**src/rtl/adder_tb_pkg.sv**
```systemverilog
// rtl/adder_tb_pkg.sv - shared types and constants for the adder vector checker
package adder_tb_pkg;

  typedef enum logic [1:0] {
    IDLE = 2'd0,
    RUN  = 2'd1,
    DONE = 2'd2
  } state_t;

  localparam int FLG_SUM  = 0;
  localparam int FLG_COUT = 1;
  localparam int FLG_PROP = 2;
  localparam int FLG_GEN  = 3;

  localparam int TYPE_RIPPLE    = 0;
  localparam int TYPE_LOOKAHEAD = 1;

endpackage

```
**src/rtl/adder_result_compare.sv**
```systemverilog
// rtl/adder_result_compare.sv - combinational DUV vs reference result compare
module adder_result_compare
  import adder_tb_pkg::*;
#(
  parameter int N    = 8,
  parameter int TYPE = TYPE_RIPPLE
) (
  input  logic [N-1:0] s_ref,
  input  logic [N-1:0] s_duv,
  input  logic         cout_ref,
  input  logic         cout_duv,
  input  logic         prop_ref,
  input  logic         gen_ref,
  input  logic         prop_duv,
  input  logic         gen_duv,
  output logic [3:0]   flags,
  output logic         fail
);

  // Case-inequality so X/Z from a broken DUV is flagged rather than masked.
  always_comb begin
    flags           = '0;
    flags[FLG_SUM]  = (s_duv !== s_ref);
    flags[FLG_COUT] = (cout_duv !== cout_ref);
    flags[FLG_PROP] = (TYPE == TYPE_LOOKAHEAD) && (prop_duv !== prop_ref);
    flags[FLG_GEN]  = (TYPE == TYPE_LOOKAHEAD) && (gen_duv !== gen_ref);
  end

  assign fail = |flags;

endmodule

```
**config.mk**
```make
export PLATFORM = sky130hd
export DESIGN_NAME = adder_result_compare
export DESIGN_NICKNAME = d
export VERILOG_FILES = /design/src/rtl/adder_tb_pkg.sv /design/src/rtl/adder_result_compare.sv
export SDC_FILE = /design/constraint.sdc
export NUM_CORES = 1
export LEC_CHECK = 0
export BUFFER_PORTS_ARGS = -buffer_cell sky130_fd_sc_hd__clkbuf_2
export CORE_AREA = 3 3 40 42
export DETAILED_ROUTE_END_ITERATION = 7
export DIE_AREA = 0 0 43 45
export SLEW_MARGIN = 0
export SYNTH_ARGS = -nofsm -noshare
export SYNTH_HDL_FRONTEND = slang
export SYNTH_SLANG_ARGS = --single-unit
```
**constraint.sdc**
```tcl
create_clock -name vclk -period 2.43
set_input_delay 0.486 -clock vclk [all_inputs]
set_output_delay 0.486 -clock vclk [all_outputs]
set_load 0.02 [all_outputs]
```
==> flow_summary.ini, run 1 <==
[placement]
hpwlAfterDp_um = 350
routabilityCongestion = 0.617
dpl.cell_count = 52
placed_area_sq_um = 235
port_buffers = 21

[power_and_ir_drop]
p_comb_share_pct = 100.0
p_int_mw = 0.0189
vdd_drop_max_uv = 28.1
p_sw_share_pct = 48.0
power_frac_seq_pct = 0
clock_power_share_pct = 0
switching_power_mw = 0.0174
p_per_area_nw_per_um2 = 154
p_leak_nw = 0.135

[sta]
slew_violations = 0
fmax_mhz = 530
period_share_pct = 77.6
fin_setup_tns_ps = 0
setup_viol = 0
hold_ws_ps = 1330
min_period_ps = 1890
final-hold-violation-count = 0
rsz0062_at_grt = no

[grt]
gr-total-overflow = 0
grt_pass1_wl_um = 524
grt_start_max_net_pins = 3
grt_usage_pct = 3.23
grt_pass1_vias = 171
antenna_found_initial = 0

[finish]
final_util_pct = 18.3
n_clock_buffer = 0
design_area_sq_um = 235
fillers = 152
drive_gt1_share_pct = 56.8
diodes = 0
syn2layout_area_growth_pct = 91.8
fin_nets = 61
regArea_sq_um = 0
seq_cells = 0
final_cells = 52

[yosys]
synth_top_area_share_pct = 57.1
yosys.cell_types.count = 8
postSynthAreaPerCell_sq_um = 7.21
netlist_top_cells_area = xor2_1 (57%), buf_4 (12%), nor4_1 (10%), xnor2_1 (7.1%), nand3_1 (4.1%)
ys_warn_count = 0
yosysSeqAreaShare_pct = 0
yosys.area.top_type = xor2_1
syn_area_sq_um = 123
syn_inst = 17

[critical_path]
crit_top_cell = clkbuf_2
cp_data_required_time_ps = 1940
crit_slowest_cell = nor4_1
crit_path_end_kind = primary output
cp_data_arrival_time_ps = 1400
crit_fanout = 2
slowest_delay_ps = 390
cpLargestDelayFamily = simple AND/OR/NAND/NOR gates
worstSetupPathType = input pin to primary output
cp-start-kind = input pin
path_cells = clkbuf_2 > xor2_1 > nor4_1 > nand3_1 > clkbuf_2
crit_buf_inv = 2

[clocking]
post-cts-setup-buffers = 0
postCtsResizedCells = 0
hold_buffers = 0

[die]
io_pins = 27
core_area_sq_um = 1280
start_util_pct = 9.54
dieArea_sq_um = 1940
num_rows = 13
chipWidth_um = 43
die_y_um = 45

[detailed_routing]
routed_wirelength_um = 341
post_drt_wl_per_cell_um = 6.56
route.detailed.drc = 0
drt_pass1_iterations = 1
viasPerCell = 3.27
via_count = 170
drtIter0Drc = 0
final_antenna_net_count = 0

[job]
cap_violations = 0

[hold_path]
hp-class = input pin to primary output

[status]
outcome = completed
worst paths after layout:
check	start	end	slack, ps	depth (start not counted)
hold / removal	cout_duv	flags[1]	1330	4
setup / recovery	s_ref[1]	fail	540	5
worst min-delay path: cells and delay by family:
kind	cells	cell delay, ps
buf+inv	3	280
xor+xnor	1	70
kinds of logic after synthesis:
| kind of cell | share of synthesized area, % |
|---|---|
| buffers and inverters | 15.3 |
| XOR/XNOR | 64.3 |
| other | 3.06 |
| AND/OR/NAND/NOR | 17.3 |
placed cells by master (no fill, tap or decap), drive strengths merged:
| cell type | instances |
|---|---|
| xnor2 | 1 |
| conb | 2 |
| nand3 | 1 |
| clkbuf | 21 |
| nand2 | 1 |
| xor2 | 8 |
| nor4 | 2 |
| inv | 1 |
power groups by stage:
stage	registers (mW)	clock network, mW	logic (mW)
finish	0	0	0.0363
detailed placement	0	0	0.0371
CTS	0	0	0.0372
global placement	0	0	0.0363
global route	0	0	0.0406
floorplan	0	0	0.0198
routing by layer:
layer  GRT usage (%)  part of all wire [%]
met4               0                     0
met1            3.33                    30
met5               0                     0
met2            6.89                    40
met3           0.797                    29
final cells by class:
cell class                      instances  area [sq um]  area share (%)
Inverter                                1          3.75            1.60
Multi-Input combinational cell         15           108            45.7
Tap cell                               15          18.8            7.98
Timing Repair Buffer                   21           105            44.7
cells in the mapped netlist:
library cell	n
buf_4	2
conb_1	1
inv_1	1
nand2_1	1
nand3_1	1
nor4_1	2
xnor2_1	1
xor2_1	8
stage by stage:
step,power (mW),worst slack (ps)
final,0.0363,544
after global routing,0.0406,368
after CTS,0.0372,485
after detailed placement,0.0371,485
after global placement,0.0363,499
after floorplan,0.0198,745
(Power assumes the default switching activity.)
==> run 2, diff against run 1 <==
Settings changed: ABC_AREA set to 1.
Clock period 2.43 ns to 1.8 ns, I/O delays scaled along.
==> run 2 against run 1 <==
Compared with the run above: sequential share of layout area unchanged; setup slack worse by 130 ps; routed wire length up 21%; synthesized area up 35%; critical path depth up 1; largest cell class unchanged; largest power group unchanged.
==> flow_summary.ini, run 2 <==
[status]
outcome = completed

[yosys]
postSynthAreaPerCell_sq_um = 5.00
yosysSeqAreaShare_pct = 0
ys_warn_count = 0
netlist_top_cells_area = nand2_1 (32%), xnor2_1 (32%), inv_1 (16%), buf_4 (9.1%), nor2_2 (3.8%)
yosys.cell_types.count = 8
yosys.cell_count.top_type = nand2_1
synth_top_area_share_pct = 31.8
syn_inst = 33
yosys-top-cells-count = nand2_1 (14), inv_1 (7), xnor2_1 (6), buf_4 (2)
syn_area_sq_um = 165
yosys.area.top_type = nand2_1

[sta]
min_period_ps = 1380
setup_viol = 0
fin_setup_tns_ps = 0
slew_violations = 0
final-hold-violation-count = 0
period_share_pct = 76.8
fmax_mhz = 723
rsz0062_at_grt = no
hold_ws_ps = 1080

[grt]
grt_start_max_net_pins = 3
antenna_found_initial = 0
grt_usage_pct = 3.32
gr-total-overflow = 0
grt_pass1_wl_um = 538
grt_pass1_vias = 154

[critical_path]
cpLargestDelayFamily = simple AND/OR/NAND/NOR gates
cp-start-kind = input pin
crit_top_cell = clkbuf_2
worstSetupPathType = input pin to primary output
crit_fanout = 2
crit_start = s_ref[0]
setup.worst_path.end = fail
crit_path_end_kind = primary output
path_cells = clkbuf_2 > xnor2_1 > nand2_1 > nor2_1 > nand3_1 > clkbuf_2
cp_data_arrival_time_ps = 1020
crit_slowest_cell = clkbuf_2
cp_data_required_time_ps = 1440
slowest_delay_ps = 160
crit_cells = 6
crit_buf_inv = 2

[finish]
design_area_sq_um = 278
final_common_cell = clkbuf_2
fillers = 157
layout_common_cells = clkbuf_2 (21), nand2_1 (14), inv_1 (7)
multiInputGateArea_sq_um = 128
syn2layout_area_growth_pct = 68.2
diodes = 0
final_cells = 68
drive_gt1_share_pct = 41.5
seq_cells = 0
fin_nets = 77
n_clock_buffer = 0
regArea_sq_um = 0

[detailed_routing]
met1_length_um = 117
post_drt_wl_per_cell_um = 6.04
met3_wirelength_um = 46
routed_wirelength_um = 411
top_layer_used = met3
via_count = 237
route.detailed.drc = 0
wl_met2_um = 246
final_antenna_net_count = 0
viasPerCell = 3.49
drtIter0Drc = 1
drt_pass1_iterations = 2

[die]
num_rows = 13
chipWidth_um = 43
dieArea_sq_um = 1940
core_area_sq_um = 1280
die_y_um = 45
io_pins = 27
start_util_pct = 12.9

[power_and_ir_drop]
vdd_drop_max_uv = 58.6
p_per_area_nw_per_um2 = 212
p_leak_nw = 0.179

[hold_path]
hp-class = input pin to primary output

[placement]
routabilityCongestion = 0.512
placed_area_sq_um = 278
port_buffers = 21
dpl.cell_count = 68

[clocking]
postCtsResizedCells = 0
post-cts-setup-buffers = 0
hold_buffers = 0

[job]
cap_violations = 0
==> run 2: cell count changes in the layout (fill, tap and decap cells not counted) <==
cell and change:
nand2_1 +13, xnor2_1 +5, nor2_1 +1, inv_1 +6, nor2_2 +1, nor4_1 -2
xor2_1 -8
==> run 2: layer usage <==
metal | up-vias | track usage [%]
met5 | - | 0
met4 | 0 | 0
met3 | 0 | 0
met2 | 10 | 7.19
met1 | 99 | 3.81
li1 | 128 | -
==> run 2: cells by family after synthesis <==
family,count (synthesis),synth area share (%)
and+or+nand+nor,17,40.9
buffers and inverters,9,25.0
xor gates and xnor gates,6,31.8
other,1,2.27
==> run 2: how the worst min path moves through the flow <==
stage                         from  endpoint  slack (ps)  cells after the start
final                     cout_duv  flags[1]        1080                      4
after global routing      cout_duv  flags[1]        1140                      4
after CTS                 cout_duv  flags[1]        1090                      4
after detailed placement  cout_duv  flags[1]        1090                      4
after global placement    cout_duv  flags[1]        1090                      4
after floorplan           cout_duv  flags[1]         910                      2
==> run 2: area by class of cell <==
| class | count | area share (%) |
|---|---|---|
| Tap cell | 15 | 6.76 |
| Multi-Input combinational cell | 25 | 45.9 |
| Inverter | 7 | 9.46 |
| Timing Repair Buffer | 21 | 37.8 |
==> run 2: through the flow <==
stage	total power, mW	util (%)	setup slack [ps]
final	0.0588	21.6	417
after global routing	0.0665	21.6	287
after CTS	0.0601	21.6	389
after detailed placement	0.0599	21.6	389
after global placement	0.0581	21.6	405
after floorplan	0.0358	-	587
==> run 2: where the power goes <==
group	switching, mW	internal [mW]	leakage (nW)
Combinational	0.0287	0.0301	0.179
Sequential	0	0	0
Clock	0	0	0
